--- config.mk ---
export PLATFORM = sky130hd
export DESIGN_NAME = memory_arbiter
export DESIGN_NICKNAME = d
export VERILOG_FILES = /design/src/rtl/memory_pkg.sv /design/src/rtl/round_robin_picker.sv /design/src/rtl/memory_arbiter.sv
export SDC_FILE = /design/constraint.sdc
export NUM_CORES = 1
export LEC_CHECK = 0
export ABC_CLOCK_PERIOD_IN_PS = 3700
export CAP_MARGIN = 0
export CORE_MARGIN = 2
export CORE_UTILIZATION = 40
export CTS_CLUSTER_DIAMETER = 40
export DETAILED_ROUTE_END_ITERATION = 8
export PLACE_DENSITY = 0.69
export SLEW_MARGIN = 20
export SYNTH_ARGS = -nofsm -noshare
export SYNTH_HDL_FRONTEND = slang
export SYNTH_HIERARCHICAL = 1
export SYNTH_SLANG_ARGS = --single-unit
export TNS_END_PERCENT = 5
--- constraint.sdc ---
create_clock -name clockIn -period 3.7 [get_ports clockIn]
set_input_delay 0.925 -clock clockIn [delete_from_list [all_inputs] [get_ports clockIn]]
set_output_delay 0.925 -clock clockIn [all_outputs]
set_load 0.02 [all_outputs]
--- src/rtl/memory_pkg.sv ---
// Shared types for the memory port arbiter and related sequencing blocks.
package memory_pkg;

  typedef enum logic [1:0] {
    IDLE    = 2'd0,
    BUSY    = 2'd1,
    RELEASE = 2'd2
  } arbiter_state_t;

  typedef enum logic {
    LOAD  = 1'b0,
    STORE = 1'b1
  } access_kind_t;

  typedef enum logic {
    OUTCOME_DONE  = 1'b0,
    OUTCOME_ERROR = 1'b1
  } outcome_t;

  // Width of a counter that must hold 0..timeout-1; at least one bit so a
  // disabled timeout (0) still yields a legal vector.
  function automatic int timer_width(input int timeout);
    return (timeout > 0) ? $clog2(timeout + 1) : 1;
  endfunction

endpackage

--- src/rtl/round_robin_picker.sv ---
// Combinational round-robin search: first asserted request at or after the
// pointer, wrapping modulo WAYS.
module round_robin_picker #(
  parameter int WAYS = 2
) (
  input  logic [WAYS-1:0]         request_in,
  input  logic [$clog2(WAYS)-1:0] pointer_in,
  output logic                    found_out,
  output logic [$clog2(WAYS)-1:0] index_out
);

  localparam int IW = $clog2(WAYS);

  // One spare bit so pointer + offset cannot overflow before the wrap.
  logic [IW:0] cand;

  // Scan offsets from the far end down so the nearest hit is the last write.
  always_comb begin
    found_out = 1'b0;
    index_out = '0;
    cand      = '0;
    for (int i = WAYS - 1; i >= 0; i--) begin
      cand = {1'b0, pointer_in} + (IW+1)'(i);
      if (cand >= (IW+1)'(WAYS)) cand = cand - (IW+1)'(WAYS);
      if (request_in[cand[IW-1:0]]) begin
        found_out = 1'b1;
        index_out = cand[IW-1:0];
      end
    end
  end

endmodule

--- src/rtl/memory_arbiter.sv ---
// Shared memory port sequencer: round-robin grant, steady load/store strobe
// while busy, one-cycle done/error pulse to the grantee, then one idle cycle.
module memory_arbiter
  import memory_pkg::*;
#(
  parameter int WAYS    = 2,
  parameter int TIMEOUT = 255
) (
  input  logic                    clockIn,
  input  logic                    resetIn,
  input  logic [WAYS-1:0]         requestBitsIn,
  input  logic [WAYS-1:0]         storeBitsIn,
  output logic [WAYS-1:0]         grantBitsOut,
  output logic [$clog2(WAYS)-1:0] grantIndexOut,
  output logic [WAYS-1:0]         doneBitsOut,
  output logic [WAYS-1:0]         errorBitsOut,
  output logic                    loadOut,
  output logic                    storeOut,
  input  logic                    readyIn
);

  localparam int IW = $clog2(WAYS);
  localparam int TW = timer_width(TIMEOUT);
  localparam logic [TW-1:0] TIMER_LAST = TW'((TIMEOUT > 0) ? TIMEOUT - 1 : 0);
  localparam logic [TW-1:0] TIMER_MAX  = '1;

  arbiter_state_t state_q, state_d;
  logic [IW-1:0]  pointer_q, pointer_d;
  logic [IW-1:0]  grant_index_q, grant_index_d;
  logic [TW-1:0]  timer_q, timer_d;
  access_kind_t   kind_q, kind_d;
  outcome_t       outcome_q, outcome_d;

  logic           pick_found;
  logic [IW-1:0]  pick_index;

  round_robin_picker #(.WAYS(WAYS)) u_picker (
    .request_in (requestBitsIn),
    .pointer_in (pointer_q),
    .found_out  (pick_found),
    .index_out  (pick_index)
  );

  // State, fairness pointer, grantee and busy timer; reset abandons any access.
  always_ff @(posedge clockIn or negedge resetIn) begin
    if (!resetIn) begin
      state_q       <= IDLE;
      pointer_q     <= '0;
      grant_index_q <= '0;
      timer_q       <= '0;
      kind_q        <= LOAD;
      outcome_q     <= OUTCOME_DONE;
    end else begin
      state_q       <= state_d;
      pointer_q     <= pointer_d;
      grant_index_q <= grant_index_d;
      timer_q       <= timer_d;
      kind_q        <= kind_d;
      outcome_q     <= outcome_d;
    end
  end

  // Next-state: arbitrate in IDLE, wait for ready or timeout in BUSY,
  // RELEASE always falls back to IDLE so a held request is re-arbitrated.
  always_comb begin
    state_d       = state_q;
    pointer_d     = pointer_q;
    grant_index_d = grant_index_q;
    timer_d       = timer_q;
    kind_d        = kind_q;
    outcome_d     = outcome_q;
    unique case (state_q)
      IDLE: begin
        if (pick_found) begin
          state_d       = BUSY;
          grant_index_d = pick_index;
          kind_d        = storeBitsIn[pick_index] ? STORE : LOAD;
          timer_d       = '0;
          pointer_d     = (pick_index == IW'(WAYS - 1)) ? '0 : pick_index + IW'(1);
        end
      end
      BUSY: begin
        // Ready is tested first so it wins over a coincident expiry.
        if (readyIn) begin
          state_d   = RELEASE;
          outcome_d = OUTCOME_DONE;
        end else if ((TIMEOUT != 0) && (timer_q == TIMER_LAST)) begin
          state_d   = RELEASE;
          outcome_d = OUTCOME_ERROR;
        end else if (timer_q != TIMER_MAX) begin
          timer_d = timer_q + TW'(1);
        end
      end
      RELEASE: begin
        state_d = IDLE;
      end
      default: begin
        state_d = IDLE;
      end
    endcase
  end

  // Outputs decode registered state only; nothing flows from inputs.
  always_comb begin
    grantBitsOut = '0;
    doneBitsOut  = '0;
    errorBitsOut = '0;
    loadOut      = 1'b0;
    storeOut     = 1'b0;
    unique case (state_q)
      BUSY: begin
        grantBitsOut[grant_index_q] = 1'b1;
        loadOut  = (kind_q == LOAD);
        storeOut = (kind_q == STORE);
      end
      RELEASE: begin
        if (outcome_q == OUTCOME_ERROR) errorBitsOut[grant_index_q] = 1'b1;
        else                            doneBitsOut[grant_index_q]  = 1'b1;
      end
      default: begin
      end
    endcase
  end

  assign grantIndexOut = grant_index_q;

endmodule
# Yosys cells after proc, flatten, opt, wreduce, memory -nomap -nowiden
# Cells that the tools add are included.
[word_totals] n_memories=0 regBits=14 mem_bits_rw=0 inputBits=7 latchBits=0 out_inout_bits=9 word_cells=70 mem_bits_ro=0
[classes] reduce_logical=8 magnitude_cmp=7 n_mul=0 n_addsub=5 n_mux=34 bitwise_logic=1 eq_ne=9 div_mod_pow=0 shift=0
[ops] cell="2-to-1 mux 8 bit" n=4
[ops] cell="2-to-1 mux 1 bit" n=19
[ops] cell="2-to-1 mux 2 bit" n=8
[ops] cell="one-hot mux 8 bit (2 select lines)" n=1
[ops] cell="adder 8 x 1 -> 8 bit, second input constant" n=1
[ops] cell="== test 8 bit, second input constant" n=1
[ops] cell="less-than comparator 1 x 2 -> 1 bit, second input constant" n=4
[ops] cell="inequality test 2 bit, second input constant" n=4
[ops] cell="inequality test 8 bit, second input constant" n=1
[ops] cell="AND reduction 2 bit" n=3
[ops] cell="AND reduction 5 bit" n=1
[ops] cell="one-hot mux 2 bit (2 select lines)" n=1
[ops] cell="nonzero test 2 bit" n=2
[ops] cell="inequality test 3 bit, second input constant" n=1
[ops] cell="adder 1 x 1 -> 2 bit, second input constant" n=1
[ops] cell="== test 2 x 1 -> 1 bit, second input constant" n=1
[ops] cell="== test 2 bit, second input constant" n=1
[ops] cell=">= comparator 1 x 2 -> 1 bit, second input constant" n=1
[ops] cell=">= comparator 2 bit, second input constant" n=1
[ops] cell="zero test 2 bit" n=1
[ops] cell="subtractor 1 bit, second input constant" n=2
[ops] cell="adder 1 bit, second input constant" n=1
[ops] cell="demux 1 bit (select 1 bit)" n=1
[ops] cell=">= comparator 1 bit, second input constant" n=1
[ops] cell="other kinds (2)" n=2

# Depth between registers and ports, before layout
# Gate-level depths: netlist of the first run.
[logic_depth] depth_word=10 depth_mapped=6 mapped_depth_nobuf=6

# Cells and area by module
# Netlist of the first run, hierarchy kept.
[by_module_without_submodules] mod="memory_arbiter" area_each_um2=799.5 n_inst=1 seq_area_each_um2=350.3 cells_per_inst=83
[by_module_without_submodules] mod="round_robin_picker" area_each_um2=17.5 n_inst=1 seq_area_each_um2=0.0 cells_per_inst=3

# Worst setup path after synthesis of the first run
# Ideal clock, no wire load.
[synth_path] path_kind="register to output" from="reg state_q[1]" to="out doneBitsOut[0]" t_arrival_ps=1129 stages_incl_launch_ff=3 setup_slack_ps=1646 n_path_buf=0 t_required_ps=2775 path_cell_list="dfrtp_1 > nor2b_1 > nor3b_1"
[synth_between] elab_chain_cells=2
[synth_lines] element="from (decl)" line_no="memory_arbiter.sv:27" rtl="arbiter_state_t state_q, state_d;"
[synth_lines] element="from (signal assigned)" line_no="memory_arbiter.sv:54" rtl="state_q <= state_d;"
[synth_lines] element="== test 2 bit" line_no="memory_arbiter.sv:110" rtl="unique case (state_q)"
[synth_lines] element="2-to-1 mux 2 bit" line_no="memory_arbiter.sv:110"
[synth_lines] element="to (decl)" line_no="memory_arbiter.sv:15" rtl="output logic [WAYS-1:0] doneBitsOut,"
# Every way passes these cells.

# Worst setup path in the final report of the first run
[layout_path] from="reg state_q[0]" to="out grantBitsOut[1]"
[layout_between] elab_chain_cells=2
[layout_lines] element="== test 2 x 1 -> 1 bit" line_no="memory_arbiter.sv:110"
[layout_lines] element="2-to-1 mux 2 bit" line_no="memory_arbiter.sv:110"
[layout_lines] element="to (decl)" line_no="memory_arbiter.sv:13" rtl="output logic [WAYS-1:0] grantBitsOut,"
# Every way passes these cells.

==> results of run 1 <==
worst max-delay path, cell delays in order (launching register included):
cell	delay (ns)
dfrtp_1	0.42
nor2b_1	0.60
and2_1	0.21
clkdlybuf4s50_1	0.60
routing by layer:
metal	wire length [um]	GRT usage (%)	up-vias
met1	842	21.3	356
met3	45	2.76	2
met2	852	26.1	13
met5	0	0	-
li1	-	-	352
met4	15	4.29	0
logic make-up after synthesis:
family,count (synthesis)
compound gates,26
fa+ha+maj,2
buf+inv,5
flops,14
mux,3
simple gates,36
cell usage in the layout (no fill, tap or decap), types with 2 or more instances in the layout:
master	count
a21oi_1	4
and3_1	3
ha_1	2
a31oi_1	6
nor2b_1	2
o21a_1	2
inv_1	3
nand2b_1	2
and4_1	2
dfrtp_1	14
clkbuf_4	3
clkdlybuf4s50_1	15
and2_1	3
nand3_1	2
nor2_1	8
nand2_1	6
o211ai_1	2
o21ai_0	6
worst max path at each step:
stage	from	slack (ns)	cells past startpoint	to
2_1_floorplan	state_q[1]	1.65	2	doneBitsOut[0]
3_3_place_gp	state_q[0]	1.03	3	storeOut
3_5_place_dp	state_q[0]	0.97	3	grantBitsOut[1]
5_1_grt	state_q[0]	0.54	3	grantBitsOut[1]
6_report	state_q[0]	0.66	3	grantBitsOut[1]
4_1_cts	state_q[0]	0.66	3	grantBitsOut[1]
where the power goes:
part | leakage, nW | internal [mW] | switching, mW | total, mW
logic | 0.247 | 0.122 | 0.163 | 0.286
registers | 0.186 | 0.193 | 0.0455 | 0.239
clock network | 0.0138 | 0.0377 | 0.0461 | 0.0838
total | 0.447 | 0.353 | 0.255 | 0.608
sequential cells by signal, indices dropped and copies added, names as in the netlist:
name           count
state_q            2
kind_q             1
outcome_q          1
grantIndexOut      1
timer_q            8
pointer_q          1
final cells by class:
| class | instances | area [um2] | share of cell area, % |
|---|---|---|---|
| Sequential cell | 14 | 350 | 34.5 |
| Clock buffer | 3 | 22.5 | 2.22 |
| Timing Repair Buffer | 15 | 150 | 14.8 |
| Inverter | 3 | 11.3 | 1.11 |
| Multi-Input combinational cell | 67 | 448 | 44.1 |
| Tap cell | 27 | 33.8 | 3.33 |
==> flow_summary.ini, run 1 <==
[finish]
n_antenna_cell = 0
final_net_count = 113
finalCoreUtilization_pct = 52.3
finalNonFillerCells = 129
fill_cells = 182
synthToLayoutAreaGrowth_pct = 24.3
drive_above_1_share_pct = 7.84
final_design_area_no_fill_mm2 = 0.00102

[floorplanning]
fp.dieH_um = 49.2
floorplan.core_area_mm2 = 0.00194
die_width_um = 49.2
initial_core_util_pct = 42.1
design.die.area_mm2 = 0.00242
number_of_cell_rows = 16
pin_count = 16

[logic_synthesis]
main_combinational_cell_family_by_area_after_synthesis = simple AND/OR/NAND/NOR gates
synth_area_per_cell_um2 = 9.50
synth_top_cells_by_area = dfrtp_1 43%, a31oi_1 4.6%, o21ai_0 3.7%
synth-simple-area-share_pct = 25.4
synthTopCellsByCount = 14 x dfrtp_1, 8 x nor2_1, 6 x a31oi_1, 6 x nand2_1, 6 x o21ai_0
synth_fa_ha_area_share_pct = 3.06
synth_top_area_share_pct = 42.9
synth-compound-area-share_pct = 22.4
netlist_instances = 86
share_of_synthesized_area_spent_on_multiplexers_pct = 3.98
synth_edf_count = 0
xor_xnor_cell_area_share_of_the_yosys_netlist_pct = 0
ys_seq_elements = 14
synth_fp_nets = 95
synth.cell_area_um2 = 817
yosysTopAreaCell = dfrtp_1
synth_cell_type_count = 34
synth.most_common_cell = dfrtp_1
dominantRegCellSynth = dfrtp_1
async_reset_ff_share_pct = 100
yosysSeqAreaShare_pct = 42.9
yosys_warnings = 6

[place]
placedCellCount = 126
port_buffers = 15
finalWeightedCongestion = 0.793
placement.cell_area_um2 = 993
dp_hpwl_um = 1310
post-place-ws_ns = 0.967

[grt]
grt-ovfl-total = 0
antenna_violations_before_repair = 0
gr-usage-all-layers_pct = 15.8
grt_start_max_net_pins = 15
first_global_vias = 660
grt_first_pass_wirelength_um = 3000

[worst_hold_path]
min_delay_worst_endpoint = pointer_q
count_of_cells_along_the_worst_hold_path = 2
timing.hold.worst.start = pointer_q
min_path_type = reg -> reg

[pwr]
power.density_mw_per_mm2 = 599
worst_ir_drop_vdd_mv = 0.461
post-layout-total-power_mw = 0.608
p_leak_nw = 0.447

[setup_path]
worstPathMaxFanout = 9
reg2reg_setup_slack_ns = 1.74
regToRegEndpoint = timer_q[1]
critical_path.endpoint_type = output pin
worstPathArrival_ns = 2.11
required_ns = 2.77
worstSetupStartpointType = flip-flop
path_type_of_the_worst_setup_path = reg -> out
reg2reg_depth = 5
crit-reg2reg-launch = timer_q[1]

[timing]
setup_viol_count_final = 0
report.final.slew_viol_count = 0
final.setup_skew_ns = 0.00731
tightest_slew_ns = 0.703
max_slew_margin_pct = 53.1
period_share_pct = 82.1
min_clock_period_post_route_ns = 3.04
achievable-frequency_mhz = 329
setup_tns_ns = 0
report.final.hold_viol_count = 0
worst_hold_slack_ns = 0.507
final_critical_path_setup_slack_ns = 0.664
grt_setup_unrepaired = no

[cts]
max_buffers_root_to_sink = 2
clock-root-buffer = clkbuf_4
post_cts_hold_buffer_count = 0
clock_insertion_delay_worst_skew_ns = 0.28
cts-htree-levels = 1
post_cts_resized = 0
cts.repair_timing.setup_buffer_count = 0
cts_inserted_buffers = 3
cts_tree = built
worst_setup_hold_path_clk_slew_ns = 0.07
clock_sinks = 14

[detailed_routing]
firstDrtPassIters = 4
drt-wirelength-per-cell_um = 13.6
wirelength_um = 1760
routed-via-count = 723
detail_route.iter0.violations = 18
drt-vias-per-instance = 5.60
route.detailed.drc = 0
antenna_left = 0

[status]
status = finished, final reports clean

[flow_run]
timing.max_cap.violations = 0
No activity file was read; power rests on OpenSTA's default activity.
==> run 2: changes to the inputs <==
--- a/config.mk
+++ b/config.mk
@@ -5,7 +5,7 @@
 export SDC_FILE = /design/constraint.sdc
 export NUM_CORES = 1
 export LEC_CHECK = 0
-export ABC_CLOCK_PERIOD_IN_PS = 3700
+export ABC_CLOCK_PERIOD_IN_PS = 2900
 export CAP_MARGIN = 0
 export CORE_MARGIN = 2
 export CORE_UTILIZATION = 40
==> constraint.sdc (replaced) <==
create_clock -name clockIn -period 2.9 [get_ports clockIn]
set_input_delay 0.725 -clock clockIn [delete_from_list [all_inputs] [get_ports clockIn]]
set_output_delay 0.725 -clock clockIn [all_outputs]
set_load 0.02 [all_outputs]
==> run 2 against run 1 <==
  * Sequential power up 27%
  * Clock-buffer cell count rose by 1
  * Power up 36%
  * Sequential share of layout area down 0.95 points
  * Die area unchanged
  * Combinational power increased by 33%
  * Setup slack got worse by 0.26 ns
  * Non-clock buffer count grew 2
  * Hold slack worse by 0.018 ns
  * Global-route usage is 0.51 points higher
  * Flip-flop and latch count did not move
  * Clock power up 68%
  * Critical endpoint is now doneBitsOut[0]
  * Largest cell class unchanged
  * Highest routed layer unchanged
==> flow_summary.ini, run 2 (same netlist as run 1, synthesis figures left out) <==
[timing]
grt_setup_unrepaired = no
report.final.hold_viol_count = 0
period_share_pct = 86.0
tightest_slew_ns = 0.637
setup_tns_ns = 0
final.setup_skew_ns = 0.000630
setup_viol_count_final = 0
max_slew_margin_pct = 57.4
min_clock_period_post_route_ns = 2.49
report.final.slew_viol_count = 0
achievable-frequency_mhz = 401
worst_hold_slack_ns = 0.489

[setup_path]
required_ns = 2.17
reg2reg_depth = 5
slowest_stage = clkdlybuf4s50_1
worstPathArrival_ns = 1.77
regToRegEndpoint = timer_q[1]
critical_path.cell_chain = nor2b_1 -> nor3b_1 -> clkdlybuf4s50_1
path_type_of_the_worst_setup_path = reg -> out
worstPathMaxFanout = 5
critPathMaxStageDelay_ns = 0.63
critical_path.endpoint_type = output pin
worstSetupStartpointType = flip-flop
reg2reg_setup_slack_ns = 0.97
crit-reg2reg-launch = timer_q[1]

[finish]
finalCoreUtilization_pct = 53.8
drive_above_1_share_pct = 10.5
finalNonFillerCells = 132
synthToLayoutAreaGrowth_pct = 27.9
reg_top3 = timer_q (8), state_q (2)
multi_input_comb_area_um2 = 448
final_cell_mix = 15 x clkdlybuf4s50_1, 14 x dfrtp_1, 8 x nor2_1
fill_cells = 184
largest_reg_flops = 8
n_antenna_cell = 0
final_net_count = 115
largest_register = timer_q
storage_cell_area_um2 = 350
layout_commonest_cell = clkdlybuf4s50_1

[cts]
clock_insertion_delay_worst_skew_ns = 0.28
post_cts_resized = 0
cts_inserted_buffers = 3
clock-root-buffer = clkbuf_4
cts_tree = built
max_buffers_root_to_sink = 2
cts-htree-levels = 1
post_cts_hold_buffer_count = 0
clock_sinks = 14
cts.repair_timing.setup_buffer_count = 0
worst_setup_hold_path_clk_slew_ns = 0.08

[worst_hold_path]
min_delay_worst_endpoint = pointer_q
count_of_cells_along_the_worst_hold_path = 2
timing.hold.worst.start = pointer_q
min_path_type = reg -> reg

[pwr]
post-layout-total-power_mw = 0.826
p_seq_share_pct = 36.8
power_switching_share_pct = 39.9
power.density_mw_per_mm2 = 791
p_leak_nw = 0.463
power.share.combinational_pct = 46.1
worst_ir_drop_vdd_mv = 0.408
p_switching_mw = 0.330
p_clk_share_pct = 17.0
power_report.internal_total_mw = 0.497

[place]
port_buffers = 15
dp_hpwl_um = 1260
placedCellCount = 128
finalWeightedCongestion = 0.766

[detailed_routing]
wirelength_um = 1720
firstDrtPassIters = 4
drt-vias-per-instance = 5.57
route.detailed.drc = 0
detail_route.iter0.violations = 7
drt-wirelength-per-cell_um = 13.0
routed-via-count = 735
antenna_left = 0

[grt]
busiest_layer = met2
gr-usage-all-layers_pct = 16.3
groute.layer.met1.usage_pct = 22.2
grt_first_pass_wirelength_um = 3060
grt.met2_usage_pct = 25.5
global_route.usage.met3_pct = 5.52
grt_start_max_net_pins = 15
first_global_vias = 679
grt-ovfl-total = 0
antenna_violations_before_repair = 0

[status]
status = finished, final reports clean

[floorplanning]
pin_count = 16
fp.dieH_um = 49.2
design.die.area_mm2 = 0.00242
number_of_cell_rows = 16
initial_core_util_pct = 42.1
die_width_um = 49.2
floorplan.core_area_mm2 = 0.00194

[flow_run]
timing.max_cap.violations = 0
[run 2: changes by cell type in the layout (fill, tap and decap cells not counted), sizes merged]
cell,before,now
buf,0,2
clkbuf,3,4
[run 2: through the flow]
step	setup slack, ns	instance area (um2)
after floorplan	1.05	817
after global placement	0.534	1010
after detailed placement	0.507	1010
after CTS	0.398	1040
after global routing	0.296	1040
final	0.406	1040
[run 2: how the worst max path moves through the flow]
stage,start,endpoint,cells past startpoint
6_report,state_q[1],doneBitsOut[0],3
5_1_grt,state_q[0],doneBitsOut[0],3
4_1_cts,state_q[0],doneBitsOut[0],3
3_5_place_dp,requestBitsIn[0],timer_q[1],6
3_3_place_gp,requestBitsIn[0],timer_q[1],6
2_1_floorplan,state_q[1],doneBitsOut[0],2
[run 2: power groups by stage]
stage / clock network [mW] / logic (mW) / registers (mW)
2_1_floorplan: 0 / 0.232 / 0.303
3_3_place_gp: 0 / 0.379 / 0.307
3_5_place_dp: 0 / 0.382 / 0.308
4_1_cts: 0.145 / 0.385 / 0.304
5_1_grt: 0.152 / 0.424 / 0.314
6_report: 0.141 / 0.381 / 0.304
[run 2: area by class of cell]
class	instances	share of cell area [%]
multi-input combinational	67	42.9
sequential	14	33.5
timing repair buffer	17	15.8
inverter	3	1.08
clock buffer	4	3.47
tap	27	3.23
[run 2: worst max-delay path: cells and delay by family (launching register included)]
| family | cells | cell delay (ns) |
|---|---|---|
| buf+inv | 1 | 0.63 |
| flops | 1 | 0.42 |
| simple gates | 2 | 0.44 |
[run 2: metal layers]
metal | share of wire (%) | up-vias
met4 | 0.70 | 0
met2 | 48 | 22
met5 | 0 | -
li1 | - | 360
met3 | 5.4 | 2
met1 | 46 | 351
==> run 3: changes to the inputs <==
--- a/config.mk
+++ b/config.mk
@@ -11,7 +11,8 @@
 export CORE_UTILIZATION = 40
 export CTS_CLUSTER_DIAMETER = 40
 export DETAILED_ROUTE_END_ITERATION = 8
-export PLACE_DENSITY = 0.69
+export DONT_BUFFER_PORTS = 1
+export PLACE_DENSITY = 0.59
 export SLEW_MARGIN = 20
 export SYNTH_ARGS = -nofsm -noshare
 export SYNTH_HDL_FRONTEND = slang
==> run 3 against run 2 <==
  * Setup slack gained 0.17 ns
  * Sequential share of layout area grew 6.3 points
  * Core utilization shrank 8.5 points
  * Clock-buffer cell count is the same
  * Clock power is essentially flat
  * Critical path depth shrank 1
  * Wire length shrank 1.9%
  * First-iteration DRC count grew 140%
  * Die area is the same
  * Via count shrank 11%
  * Hold slack lost 0.36 ns
  * Highest routed layer unchanged
==> flow_summary.ini, run 3 (same netlist as run 1, synthesis figures left out) <==
[finish]
largest_reg_flops = 8
largest_register = timer_q
n_antenna_cell = 0
drive_above_1_share_pct = 10.2
reg_top3 = timer_q (8), state_q (2)
final_net_count = 98
layout_commonest_cell = dfrtp_1
finalCoreUtilization_pct = 45.3
synthToLayoutAreaGrowth_pct = 7.66
final_cell_mix = 14 x dfrtp_1, 8 x nor2_1, 6 x nand2_1, 6 x o21ai_0, 6 x a31oi_1
fill_cells = 201
final_design_area_no_fill_um2 = 880
finalNonFillerCells = 115

[cts]
max_buffers_root_to_sink = 2
worst_setup_hold_path_clk_slew_ns = 0.09
cts-htree-levels = 1
clock-root-buffer = clkbuf_4
post_cts_hold_buffer_count = 0
cts_tree = built
post_cts_resized = 0
clock_insertion_delay_worst_skew_ns = 0.28
clock_sinks = 14
cts_inserted_buffers = 3
cts.repair_timing.setup_buffer_count = 0

[floorplanning]
number_of_cell_rows = 16
design.die.area_mm2 = 0.00242
fp.dieH_um = 49.2
floorplan.core_area_mm2 = 0.00194
pin_count = 16
initial_core_util_pct = 42.1
die_width_um = 49.2

[pwr]
power.density_mw_per_mm2 = 824
post-layout-total-power_mw = 0.725
worst_ir_drop_vdd_mv = 0.473
p_leak_nw = 0.399

[grt]
grt-ovfl-total = 0
grt_start_max_net_pins = 15
gr-usage-all-layers_pct = 16.4
first_global_vias = 659
grt_first_pass_wirelength_um = 3060
antenna_violations_before_repair = 0

[place]
placement.cell_area_um2 = 843
finalWeightedCongestion = 0.737
placedCellCount = 111
port_buffers = 0
dp_hpwl_um = 1320

[timing]
achievable-frequency_mhz = 430
min_clock_period_post_route_ns = 2.33
grt_setup_unrepaired = no
final.setup_skew_ns = 0.00349
tightest_slew_ns = 0.686
report.final.slew_viol_count = 0
setup_viol_count_final = 0
setup_tns_ns = 0
max_slew_margin_pct = 54.1
report.final.hold_viol_count = 0
period_share_pct = 80.3

[status]
status = finished, final reports clean

[setup_path]
worst_setup_path_startpoint = state_q[0]
crit-reg2reg-launch = timer_q[1]
reg2reg_depth = 5
worstPathMaxFanout = 9
worstSetupStartpointType = flip-flop
required_ns = 2.17
critical_path.endpoint_type = output pin
path_type_of_the_worst_setup_path = reg -> out
worstPathArrival_ns = 1.60

[detailed_routing]
firstDrtPassIters = 4
drt-wirelength-per-cell_um = 14.6
detail_route.iter0.violations = 17
routed-via-count = 653
antenna_left = 0
drt-vias-per-instance = 5.68
wirelength_um = 1680
route.detailed.drc = 0

[flow_run]
timing.max_cap.violations = 0

[worst_hold_path]
min_path_type = in -> async
-- run 3: final timing paths --
path                                 end  slack, ns
min in group clockIn           pointer_q       0.50
min reg2reg                    pointer_q       0.50
max in group asynchronous  grantIndexOut       2.70
max reg2reg                   timer_q[1]       0.93
max                             storeOut       0.57
min                           timer_q[4]       0.13
-- run 3: cell type report --
class | count | area [um2] | share of cell area, %
Multi-Input combinational cell | 67 | 448 | 50.9
Sequential cell | 14 | 350 | 39.8
Inverter | 3 | 11.3 | 1.28
Clock buffer | 4 | 36.3 | 4.13
Tap cell | 27 | 33.8 | 3.84
-- run 3: report_power, final --
part	internal, mW	switching (mW)	leakage [nW]
registers	0.247	0.0654	0.186
clock network	0.0763	0.0631	0.0210
logic	0.0903	0.183	0.192
-- run 3: metrics by stage --
step	hold WS (ns)	setup WS, ns
finish	0.130	0.573
global route	0.100	0.419
CTS	0.119	0.555
detailed placement	0.430	0.872
global placement	0.430	0.891
floorplan	0.429	1.05
-- run 3: routing by layer --
metal | track usage (%) | wire, um | up-vias
met5 | 0 | 0 | -
met4 | 6.67 | 8 | 0
met3 | 3.68 | 36 | 2
met2 | 24.8 | 815 | 5
met1 | 22.6 | 824 | 320
li1 | - | - | 326
-- run 3: worst max-delay path, stage by stage (launching register included) --
cell and delay [ns]:
dfrtp_1 0.42, nor2b_1 0.56, and2_1 0.35
